[config.mk]
export PLATFORM = sky130hd
export DESIGN_NAME = jtsdram_stats
export DESIGN_NICKNAME = d
export VERILOG_FILES = /design/src/rtl/jtsdram_pkg.sv /design/src/rtl/jtsdram_edge.sv /design/src/rtl/jtsdram_stats.sv
export SDC_FILE = /design/constraint.sdc
export NUM_CORES = 1
export LEC_CHECK = 0
export BUFFER_PORTS_ARGS = -buffer_cell sky130_fd_sc_hd__buf_2
export CAP_MARGIN = 40
export CORE_ASPECT_RATIO = 0.7
export CORE_UTILIZATION = 50
export CTS_BUF_LIST = sky130_fd_sc_hd__clkbuf_16
export DETAILED_ROUTE_END_ITERATION = 10
export PLACE_DENSITY = 0.73
export SYNTH_ARGS = -nofsm -noshare
export SYNTH_HDL_FRONTEND = slang
export SYNTH_HIERARCHICAL = 1
export SYNTH_SLANG_ARGS = --single-unit
[constraint.sdc]
create_clock -name clk -period 3.9 [get_ports clk]
set_input_delay 0.39 -clock clk [delete_from_list [all_inputs] [get_ports clk]]
set_output_delay 0.39 -clock clk [all_outputs]
set_load 0.01 [all_outputs]
[src/rtl/jtsdram_pkg.sv]
// Shared definitions for the SDRAM test statistics collector.
package jtsdram_pkg;

  localparam int NBANK = 4;

  typedef enum logic [1:0] {
    IDLE = 2'd0,
    PROG = 2'd1,
    RUN  = 2'd2,
    FAIL = 2'd3
  } state_t;

  localparam logic [2:0] A_STATUS = 3'd0;
  localparam logic [2:0] A_ERR0   = 3'd1;
  localparam logic [2:0] A_ERR1   = 3'd2;
  localparam logic [2:0] A_ERR2   = 3'd3;
  localparam logic [2:0] A_ERR3   = 3'd4;
  localparam logic [2:0] A_FRM_LO = 3'd5;
  localparam logic [2:0] A_FRM_HI = 3'd6;
  localparam logic [2:0] A_FIRST  = 3'd7;

  // Index of the lowest set bit; zero when nothing is set.
  function automatic logic [1:0] low_bank(input logic [NBANK-1:0] v);
    logic [1:0] r;
    r = 2'd0;
    for (int i = NBANK - 1; i >= 0; i--) begin
      if (v[i]) r = i[1:0];
    end
    return r;
  endfunction

endpackage

[src/rtl/jtsdram_edge.sv]
// Single-bit edge detector against a registered copy of the input.
module jtsdram_edge #(
  parameter logic FALL    = 1'b0,
  parameter logic RST_VAL = 1'b0
) (
  input  logic clk,
  input  logic rst_n,
  input  logic din,
  output logic pulse
);

  logic q;

  // Previous-cycle copy of the input.
  always_ff @(posedge clk or negedge rst_n) begin
    if (!rst_n) q <= RST_VAL;
    else        q <= din;
  end

  assign pulse = FALL ? (q & ~din) : (din & ~q);

endmodule

[src/rtl/jtsdram_stats.sv]
// Run statistics for the SDRAM checker: per-bank error counters, sticky
// fail flags, frame time, first-failure record, status LED and read port.
module jtsdram_stats
  import jtsdram_pkg::*;
#(
  parameter int SLOW_BLINK = 5,
  parameter int FAST_BLINK = 2
) (
  input  logic             clk,
  input  logic             rst_n,
  input  logic             LVBL,
  input  logic             dwnld_busy,
  input  logic [NBANK-1:0] ba_bad,
  input  logic             clr,
  input  logic [2:0]       rd_addr,
  output logic [7:0]       rd_data,
  output logic [NBANK-1:0] sticky,
  output logic             any_bad,
  output logic             led
);

  state_t           state, state_nxt;
  logic [7:0]       err_cnt [NBANK];
  logic [15:0]      frames;
  logic [7:0]       blink_cnt, blink_nxt;
  logic             first_vld;
  logic [1:0]       first_bank;
  logic [4:0]       first_frame;
  logic [NBANK-1:0] bad_rise, ev;
  logic             frame_tick, counting, wipe, led_nxt;
  logic [7:0]       rd_mux;

  for (genvar n = 0; n < NBANK; n++) begin : g_bad
    jtsdram_edge #(.FALL(1'b0), .RST_VAL(1'b0)) u_bad (
      .clk   (clk),
      .rst_n (rst_n),
      .din   (ba_bad[n]),
      .pulse (bad_rise[n])
    );
  end

  // LVBL idles high, so its history starts high to avoid a false frame.
  jtsdram_edge #(.FALL(1'b1), .RST_VAL(1'b1)) u_lvbl (
    .clk   (clk),
    .rst_n (rst_n),
    .din   (LVBL),
    .pulse (frame_tick)
  );

  assign counting = (state == RUN) || (state == FAIL);
  assign ev       = counting ? bad_rise : '0;
  assign wipe     = clr | dwnld_busy;
  assign any_bad  = |sticky;
  assign blink_nxt = blink_cnt + {7'd0, frame_tick};

  // Next state and the LED value that goes with it.
  always_comb begin
    state_nxt = state;
    if (clr) begin
      state_nxt = IDLE;
    end else if (dwnld_busy) begin
      state_nxt = PROG;
    end else begin
      case (state)
        IDLE:    state_nxt = RUN;
        PROG:    state_nxt = RUN;
        RUN:     state_nxt = (|ev) ? FAIL : RUN;
        default: state_nxt = FAIL;
      endcase
    end
    case (state_nxt)
      PROG:    led_nxt = 1'b1;
      RUN:     led_nxt = blink_nxt[SLOW_BLINK];
      FAIL:    led_nxt = blink_nxt[FAST_BLINK];
      default: led_nxt = 1'b0;
    endcase
  end

  // Sequencer state, LED and free-running blink counter.
  always_ff @(posedge clk or negedge rst_n) begin
    if (!rst_n) begin
      state     <= IDLE;
      led       <= 1'b0;
      blink_cnt <= 8'd0;
    end else begin
      state     <= state_nxt;
      led       <= led_nxt;
      blink_cnt <= blink_nxt;
    end
  end

  // Statistics; clear and programming wipe everything before any update.
  always_ff @(posedge clk or negedge rst_n) begin
    if (!rst_n) begin
      for (int n = 0; n < NBANK; n++) err_cnt[n] <= 8'd0;
      sticky      <= '0;
      frames      <= 16'd0;
      first_vld   <= 1'b0;
      first_bank  <= 2'd0;
      first_frame <= 5'd0;
    end else if (wipe) begin
      for (int n = 0; n < NBANK; n++) err_cnt[n] <= 8'd0;
      sticky      <= '0;
      frames      <= 16'd0;
      first_vld   <= 1'b0;
      first_bank  <= 2'd0;
      first_frame <= 5'd0;
    end else begin
      for (int n = 0; n < NBANK; n++) begin
        if (ev[n]) begin
          sticky[n] <= 1'b1;
          if (err_cnt[n] != 8'hFF) err_cnt[n] <= err_cnt[n] + 8'd1;
        end
      end
      if (counting && frame_tick && (frames != 16'hFFFF)) frames <= frames + 16'd1;
      if ((|ev) && !first_vld) begin
        first_vld   <= 1'b1;
        first_bank  <= low_bank(ev);
        first_frame <= frames[4:0];
      end
    end
  end

  // Read map selection.
  always_comb begin
    rd_mux = 8'd0;
    case (rd_addr)
      A_STATUS: rd_mux = {state, 2'b00, sticky};
      A_ERR0:   rd_mux = err_cnt[0];
      A_ERR1:   rd_mux = err_cnt[1];
      A_ERR2:   rd_mux = err_cnt[2];
      A_ERR3:   rd_mux = err_cnt[3];
      A_FRM_LO: rd_mux = frames[7:0];
      A_FRM_HI: rd_mux = frames[15:8];
      default:  rd_mux = {first_vld, first_bank, first_frame};
    endcase
  end

  // Registered read port, one cycle behind the address.
  always_ff @(posedge clk or negedge rst_n) begin
    if (!rst_n) rd_data <= 8'd0;
    else        rd_data <= rd_mux;
  end

endmodule

Word level (Yosys, flattened, before mapping)
Cells that the tools add are included.
W data, S select, Z words.

word-level totals
  register bits = 84
  bits in latches = 0
  bits in writable memories = 0
  ROM bits = 0
  bits of input ports = 12
  output and inout port bits = 14
  word-level logic and storage cells = 112
  memories kept = 0

operators by class
  $add $sub $neg = 6
  multiply operators = 0
  div/mod/pow operators = 0
  $lt $le $gt $ge = 0
  eq/ne operators = 17
  shifts and indexed selects = 0
  muxes and demuxes = 33
  bitwise operators = 11
  reduce and logical (&&, ||, !) cells = 24

operator list
  kind                     number
  $mux W8                  8
  $pmux W8 S7              1
  $add A8 B1 Y8 const B    4
  $mux W16                 2
  $mux W32                 1
  $ne A8 B8 Y1 const B     4
  $reduce_bool A2 Y1       10
  $add A16 B1 Y16 const B  1
  $mux W2                  8
  $ne A16 B16 Y1 const B   1
  $mux W5                  2
  $eq A3 B3 Y1 const B     3
  $add A8 B1 Y8            1
  $eq A2 B2 Y1 const B     4
  $mux W4                  2
  $reduce_and A2 Y1        4
  $reduce_or A4 Y1         2
  $mux W1                  7
  $eq A3 B2 Y1 const B     2
  $and A1 B1 Y1            5
  $not A1 Y1               5
  $eq A2 B1 Y1 const B     2
  $eq A3 B1 Y1 const B     1
  $logic_and A1 B1 Y1      3
  8 further kinds          8

Depth between registers and ports, before layout
Gate-level depths: netlist (run 1).

  word-level depth = 10
  depth in mapped cells = 7
  depth with buffers taken out = 7

Hierarchy
The synthesis (run 1) kept the hierarchy.

by module, submodules not included
  module                             times used  cells each  area an instance (um^2)  seq. area each (um^2)
  jtsdram_stats                      1           443         4,230.3                  1,926.8
  jtsdram_edge (g_bad[0].u_bad ...)  4           2           38.8                     25.0
  jtsdram_edge (u_lvbl)              1           2           40.0                     26.3

Least setup slack after synthesis (run 1)
OpenSTA, ideal clock, no wires.

  path kind = register to register
  start point = register frames[0]
  end point = register frames[12]
  setup time = 0.077 ns
  arrival = 1.704 ns
  data required time = 3.823 ns
  slack = 2.119 ns
  cell stages (with the launch flop) = 6
  path buffers = 0
  period minus slack after synthesis = 1.781 ns
  cell sequence = dfrtp_1 -> ha_1 -> and4_2 -> nand3_1 -> or4_1 -> a21oi_1

on the way
  cells in the longest elaborated chain, start to end = 3
  elaborated cells on any way between the ends = 6
  those cells by class = add/sub: 1; eq/ne: 1; mux: 2; reduce/logical: 2

RTL lines
  what                                                      line                  source
  start, declared                                           jtsdram_stats.sv:24   logic [15:0] frames;
  start signal, assigned                                    jtsdram_stats.sv:115  if (counting && frame_tick && (frames != 16'hFFFF)) frames <= frames + 16'd1;
  $add A16 B1 Y16 / $ne A16 B16 Y1 (equally long branches)  jtsdram_stats.sv:115
  $mux W16 / $logic_and A1 B1 Y1 (equally long branches)    jtsdram_stats.sv:115
  $mux W16 / $reduce_bool A2 Y1 (equally long branches)     n/a

Several ways; a longest one is shown, not always the timed one. The select of a mux whose other input is x is not followed.
A chain may end at the register's enable or synchronous reset.

Final worst setup path (run 1)
  start point = register state[1]
  end point = register frames[12]

on the way
  cells in the longest elaborated chain, start to end = 5
  elaborated cells on any way between the ends = 6
  those cells by class = eq/ne: 2; reduce/logical: 4

RTL lines
  what                                 line                  source
  start, declared                      jtsdram_stats.sv:22   state_t state, state_nxt;
  start signal, assigned               jtsdram_stats.sv:86   state <= state_nxt;
  $eq A2 B2 Y1                         jtsdram_stats.sv:50   assign counting = (state == RUN) || (state == FAIL);
  $logic_or A1 B1 Y1 *                 jtsdram_stats.sv:50
  $logic_and A1 B1 Y1 * (2 in series)  jtsdram_stats.sv:115
  $reduce_bool A2 Y1 (no line) *       n/a

Mark *: on every way between the ends. The rest lies on a longest branch, timed or not.

==> impl_metrics.py, run 1 <==
metrics = {
    "outcome": {
        "status": "finished clean",
    },
    "grt": {
        "grt_overflow": 0,
        "grt_first_pass_wirelength_um": 18000,
        "grt_pass1_vias": 3487,
        "antenna_found_initial": 0,
        "grt_max_degree": 54,
        "grt_use_total": 0.257,
    },
    "detailed_routing": {
        "wl_met3_um": 661,
        "vias_per_cell": 6.21,
        "drt_pass1_iterations": 5,
        "wire_per_inst_um": 18.1,
        "vias": 3702,
        "drtIter0Drc": 288,
        "topRoutingLayerUsed": "met4",
        "routed_wirelength_um": 10800,
        "ant_nets": 0,
        "wl_met2_um": 4560,
        "drc": 0,
        "detail_route.wirelength.met1_um": 5410,
    },
    "synthesis": {
        "ys_ff_latch": 82,
        "synth_seq_area_share": 0.464,
        "netlist_instances": 453,
        "synth_edf_count": 0,
        "synth_top_cell_area_share": 0.458,
        "synthesis.area_um2": 4430,
        "synth_top_area_cell": "dfrtp_1",
        "ys_warn_count": 6,
        "synthTopCellsByArea": "dfrtp_1 46%, nand2_1 3.6%, a21oi_1 3.6%, o21ai_0 3.5%, nor2_1 3.1%",
        "synthArstFlopShare": 1.00,
        "synth_flop_cell": "dfrtp_1",
        "ys_types": 63,
        "synth_nets": 472,
        "avgSynthCellArea_um2": 9.77,
    },
    "floorplan": {
        "start_util": 0.520,
        "rows": 28,
        "ios": 26,
        "dieArea_um2": 9240,
        "coreArea_um2": 8510,
        "die_x_um": 114,
        "die_h_um": 80.7,
    },
    "final_layout": {
        "layout_common_cells": "81 x dfrtp_1, 43 x nand2_1, 36 x nor2_1",
        "regArea_um2": 2050,
        "layout-drive-gt1-share": 0.145,
        "areaGrowthSynthToFinish_pct": 11.6,
        "num-fill-cells": 748,
        "diodes": 0,
        "multiInputGateArea_um2": 2240,
        "layout_commonest_cell": "dfrtp_1",
        "fin_nets": 490,
    },
    "power_and_ir_drop": {
        "ir_drop_v": 0.000371,
        "power.density_nw_per_um2": 388,
        "p_seq_frac": 0.479,
        "combPwrFrac": 0.077,
        "switchingPower_uw": 472,
        "pwr-share-clk": 0.444,
        "finalPower_uw": 1920,
        "swShare": 0.246,
        "p_int_uw": 1450,
        "p_leak_uw": 0.00210,
    },
    "clocking": {
        "clkTransAtPathRegs_ns": 0.06,
        "clk_latency_ns": 0.34,
        "cts_tree": "built",
        "clock-sinks": 82,
        "cts-buffers-inserted": 9,
        "htree_levels": 3,
        "cts.repair.resized": 0,
        "clockRootBuffer": "clkbuf_16",
        "cts.path.max_buffers": 2,
    },
    "place": {
        "hpwl_um": 7480,
        "place.gp.congestion": 0.861,
        "io_buffers": 25,
    },
    "setup_path": {
        "critPathRequiredTime_ns": 4.17,
        "startpoint_type": "flip-flop",
        "cp.arrival_ns": 2.53,
        "critical_path_class": "flip-flop to flip-flop",
        "path_max_fanout": 27,
        "crit_path_end_kind": "flip-flop",
    },
    "sta": {
        "min_period_ns": 2.26,
        "rsz0062_at_grt": "no",
        "relSlewSlack": 0.416,
        "clock.fmax_mhz": 442,
        "fin_crit_sh": 0.580,
        "worst_pin_slew_ns": 0.875,
        "tns_ns": 0,
        "setup_viol": 0,
        "maxSlewViolCount": 0,
        "hold_viol_final": 0,
        "skew_ns": 0.00670,
    },
    "flow_run": {
        "cap_violations": 0,
    },
    "hold_path": {
        "min_path_type": "input port to flip-flop",
    },
}
cell usage after synthesis (6+ instances only):
cell       n
buf_2      6
ha_1       7
o21ai_0   31
dfrtp_1   81
nor2_1    36
or4_1      9
a21oi_1   32
nand3_1   22
clkbuf_1   9
and3_1     8
nor2b_1   10
nand4_1   11
mux2i_1   13
nor3_1    14
a211oi_1   6
nand2_1   43
or3_1      8
xor2_1     7
a31oi_1    7
sequential cells by signal, summed over array words and instances, names as in the netlist:
signal / cells
frames: 16
u_lvbl/q: 1
led: 1
sticky: 4
first_vld: 1
err_cnt: 32
first_bank: 2
g_bad.u_bad/q: 4
blink_cnt: 6
state: 2
rd_data: 8
first_frame: 5
power by group through the flow:
stage / logic (uW) / clock network [uW] / registers, uW
6_report: 147 / 851 / 919
5_1_grt: 165 / 897 / 924
4_1_cts: 148 / 869 / 919
3_5_place_dp: 146 / 0 / 934
3_3_place_gp: 139 / 0 / 933
2_1_floorplan: 93.5 / 0 / 929
stage by stage:
step | hold slack [ns] | cells | area (um2) | setup WS, ns | utilization
after floorplan | 0.0944 | 453 | 4430 | 2.12 | -
after global placement | 0.460 | 578 | 4600 | 1.68 | 0.541
after detailed placement | 0.347 | 579 | 4630 | 1.60 | 0.544
after CTS | 0.158 | 596 | 4940 | 1.67 | 0.580
after global routing | 0.166 | 596 | 4940 | 1.50 | 0.580
final | 0.168 | 596 | 4940 | 1.64 | 0.580
layout make-up:
class / instances / share of cell area
Sequential cell: 82 / 0.416
Multi-Input combinational cell: 345 / 0.454
Tap cell: 120 / 0.0304
Inverter: 5 / 0.00380
Clock buffer: 9 / 0.0456
Timing Repair Buffer: 28 / 0.0349
Clock inverter: 7 / 0.0154
worst max-delay path: stages (launching register included):
cell	delay [ns]
dfrtp_1	0.89
and4_2	0.43
nand3_1	0.19
or4_1	0.51
a21oi_1	0.15
kinds of logic after synthesis:
logic type	count (synthesis)	synth area share
flip-flops	82	0.464
AO/OA/AOI/OAI	118	0.172
AND/OR/NAND/NOR	193	0.251
adder cells (fa/ha/maj)	7	0.0198
XOR/XNOR	10	0.0198
multiplexers	17	0.0447
buffers and inverters	26	0.0288
final timing paths:
check	startpoint	end	slack (ns)	depth (start not counted)
max in group asynchronous	rst_n	err_cnt[3]	2.79	3
hold reg to reg	blink_cnt[5]	blink_cnt[5]	0.47	1
min in group asynchronous	rst_n	err_cnt[10]	0.52	2
setup / recovery	state[1]	frames[12]	1.64	4
setup reg to reg	state[1]	frames[12]	1.64	4
hold / removal	ba_bad[2]	g_bad[2].u_bad/q	0.17	1
what timing repair did:
action / CTS / global route
setup buffers: 0 / 0
hold endpoints to repair: 28 / 0
hold buffers: 1 / 0
setup endpoints to repair: 0 / 0
metal layers:
| metal | vias up | GRT usage |
|---|---|---|
| met5 | - | 0 |
| met4 | 0 | 0.0818 |
| met3 | 13 | 0.0566 |
| met2 | 122 | 0.372 |
| met1 | 1818 | 0.383 |
| li1 | 1749 | - |
No activity file was read; power rests on OpenSTA's default activity.
==> run 2: changes to the inputs <==
==> constraint.sdc (replaced) <==
create_clock -name clk -period 2.4 [get_ports clk]
set_input_delay 0.24 -clock clk [delete_from_list [all_inputs] [get_ports clk]]
set_output_delay 0.24 -clock clk [all_outputs]
set_load 0.01 [all_outputs]
==> impl_metrics.py, run 2 (synthesized netlist as in run 1, its figures left out) <==
metrics = {
    "detailed_routing": {
        "drc": 0,
        "routed_wirelength_um": 10800,
        "drt_pass1_iterations": 5,
        "ant_nets": 0,
        "drtIter0Drc": 293,
        "wire_per_inst_um": 17.9,
        "vias_per_cell": 6.22,
        "vias": 3752,
    },
    "clocking": {
        "cts_tree": "built",
        "cts.repair.resized": 0,
        "cts_hold_buf": 1,
        "clkTransAtPathRegs_ns": 0.06,
        "htree_levels": 3,
        "cts.path.max_buffers": 2,
        "clk_latency_ns": 0.34,
        "clock-sinks": 82,
        "clockRootBuffer": "clkbuf_16",
        "post_cts_buffers": 0,
        "cts-buffers-inserted": 9,
    },
    "setup_path": {
        "startpoint": "frames[0]",
        "path_cells": "ha_1 -> and4_2 -> nand3_1 -> or4_1 -> a21oi_1",
        "cp.arrival_ns": 2.34,
        "slowest_stage": "dfrtp_1",
        "critical_path_class": "flip-flop to flip-flop",
        "crit_path_end_kind": "flip-flop",
        "slowest_delay_ns": 0.51,
        "critPathRequiredTime_ns": 2.66,
        "path_max_fanout": 8,
        "startpoint_type": "flip-flop",
        "reg2reg_from": "frames[0]",
    },
    "floorplan": {
        "die_h_um": 80.7,
        "dieArea_um2": 9240,
        "coreArea_um2": 8510,
        "start_util": 0.520,
        "rows": 28,
        "die_x_um": 114,
        "ios": 26,
    },
    "sta": {
        "setup_viol": 0,
        "rsz0062_at_grt": "no",
        "hold_viol_final": 0,
        "relSlewSlack": 0.549,
        "fin_hold_ws_ns": 0.0186,
        "min_period_ns": 2.08,
        "clock.fmax_mhz": 481,
        "fin_crit_sh": 0.867,
        "tns_ns": 0,
        "skew_ns": 0.00803,
        "maxSlewViolCount": 0,
        "worst_pin_slew_ns": 0.667,
    },
    "place": {
        "place.gp.congestion": 0.936,
        "io_buffers": 25,
        "postPlaceCellArea_um2": 4690,
        "hpwl_um": 7680,
    },
    "final_layout": {
        "fin_area_um2": 5030,
        "layout_common_cells": "81 x dfrtp_1, 43 x nand2_1, 36 x nor2_1",
        "largest_register_ffs": 32,
        "diodes": 0,
        "regArea_um2": 2050,
        "largestRegisters": "err_cnt: 32 flops, frames: 16 flops, rd_data: 8 flops",
        "layout_commonest_cell": "dfrtp_1",
        "fin_nets": 497,
        "areaGrowthSynthToFinish_pct": 13.7,
        "layout-drive-gt1-share": 0.153,
        "fin_util": 0.591,
        "multiInputGateArea_um2": 2240,
        "num-fill-cells": 724,
        "top_register": "err_cnt",
    },
    "grt": {
        "grt_max_degree": 52,
        "grt_pass1_vias": 3557,
        "antenna_found_initial": 0,
        "grt_first_pass_wirelength_um": 18200,
        "grt_use_total": 0.261,
        "grt_overflow": 0,
    },
    "power_and_ir_drop": {
        "ir_drop_v": 0.000572,
        "power.density_nw_per_um2": 653,
        "p_leak_uw": 0.00216,
    },
    "outcome": {
        "status": "finished clean",
    },
    "flow_run": {
        "cap_violations": 0,
    },
    "hold_path": {
        "hold_start": "ba_bad[3]",
        "min_path_type": "input port to flip-flop",
    },
}
[run 2: power breakdown]
part	switching (uW)	leakage, uW	internal [uW]
logic	159	0.000879	98.5
clock network	535	0.000164	1000
registers	37.4	0.00111	1450
[run 2: layout make-up]
type	count	area share
inverters	5	0.00373
flip-flops and latches	82	0.408
clock buffers	9	0.0448
repair buffers	35	0.0458
well taps	120	0.0299
multi-input cells	345	0.446
clock inverters	7	0.0214
[run 2: metal layers]
metal	wire, um	global-route usage	share of wire	up-vias
met3	723	0.0551	0.067	17
li1	-	-	-	1753
met2	4730	0.387	0.44	141
met5	0	0	0	-
met4	156	0.0896	0.014	0
met1	5200	0.378	0.48	1841
[run 2: critical path, delay by kind of cell, from the launching register on]
family,cells,cell delay (ns)
fa+ha+maj,1,0.31
flops,1,0.51
simple gates,3,1.01
compound gates,1,0.17
[run 2: stage by stage]
stage | total power (uW) | instances | setup slack [ns]
2_1_floorplan | 1660 | 453 | 0.619
3_3_place_gp | 1760 | 586 | 0.468
3_5_place_dp | 1770 | 586 | 0.367
4_1_cts | 3320 | 603 | 0.355
5_1_grt | 3400 | 603 | 0.183
6_report | 3280 | 603 | 0.319
[run 2: final timing paths]
| path | endpoint | slack [ns] | cells after the start |
|---|---|---|---|
| hold reg to reg | blink_cnt[5] | 0.48 | 1 |
| hold / removal | g_bad[3].u_bad/q | 0.02 | 1 |
| setup / recovery | frames[12] | 0.32 | 5 |
| min in group asynchronous | err_cnt[11] | 0.48 | 2 |
| setup reg to reg | frames[12] | 0.32 | 5 |
| max in group asynchronous | u_lvbl/q | 1.25 | 3 |
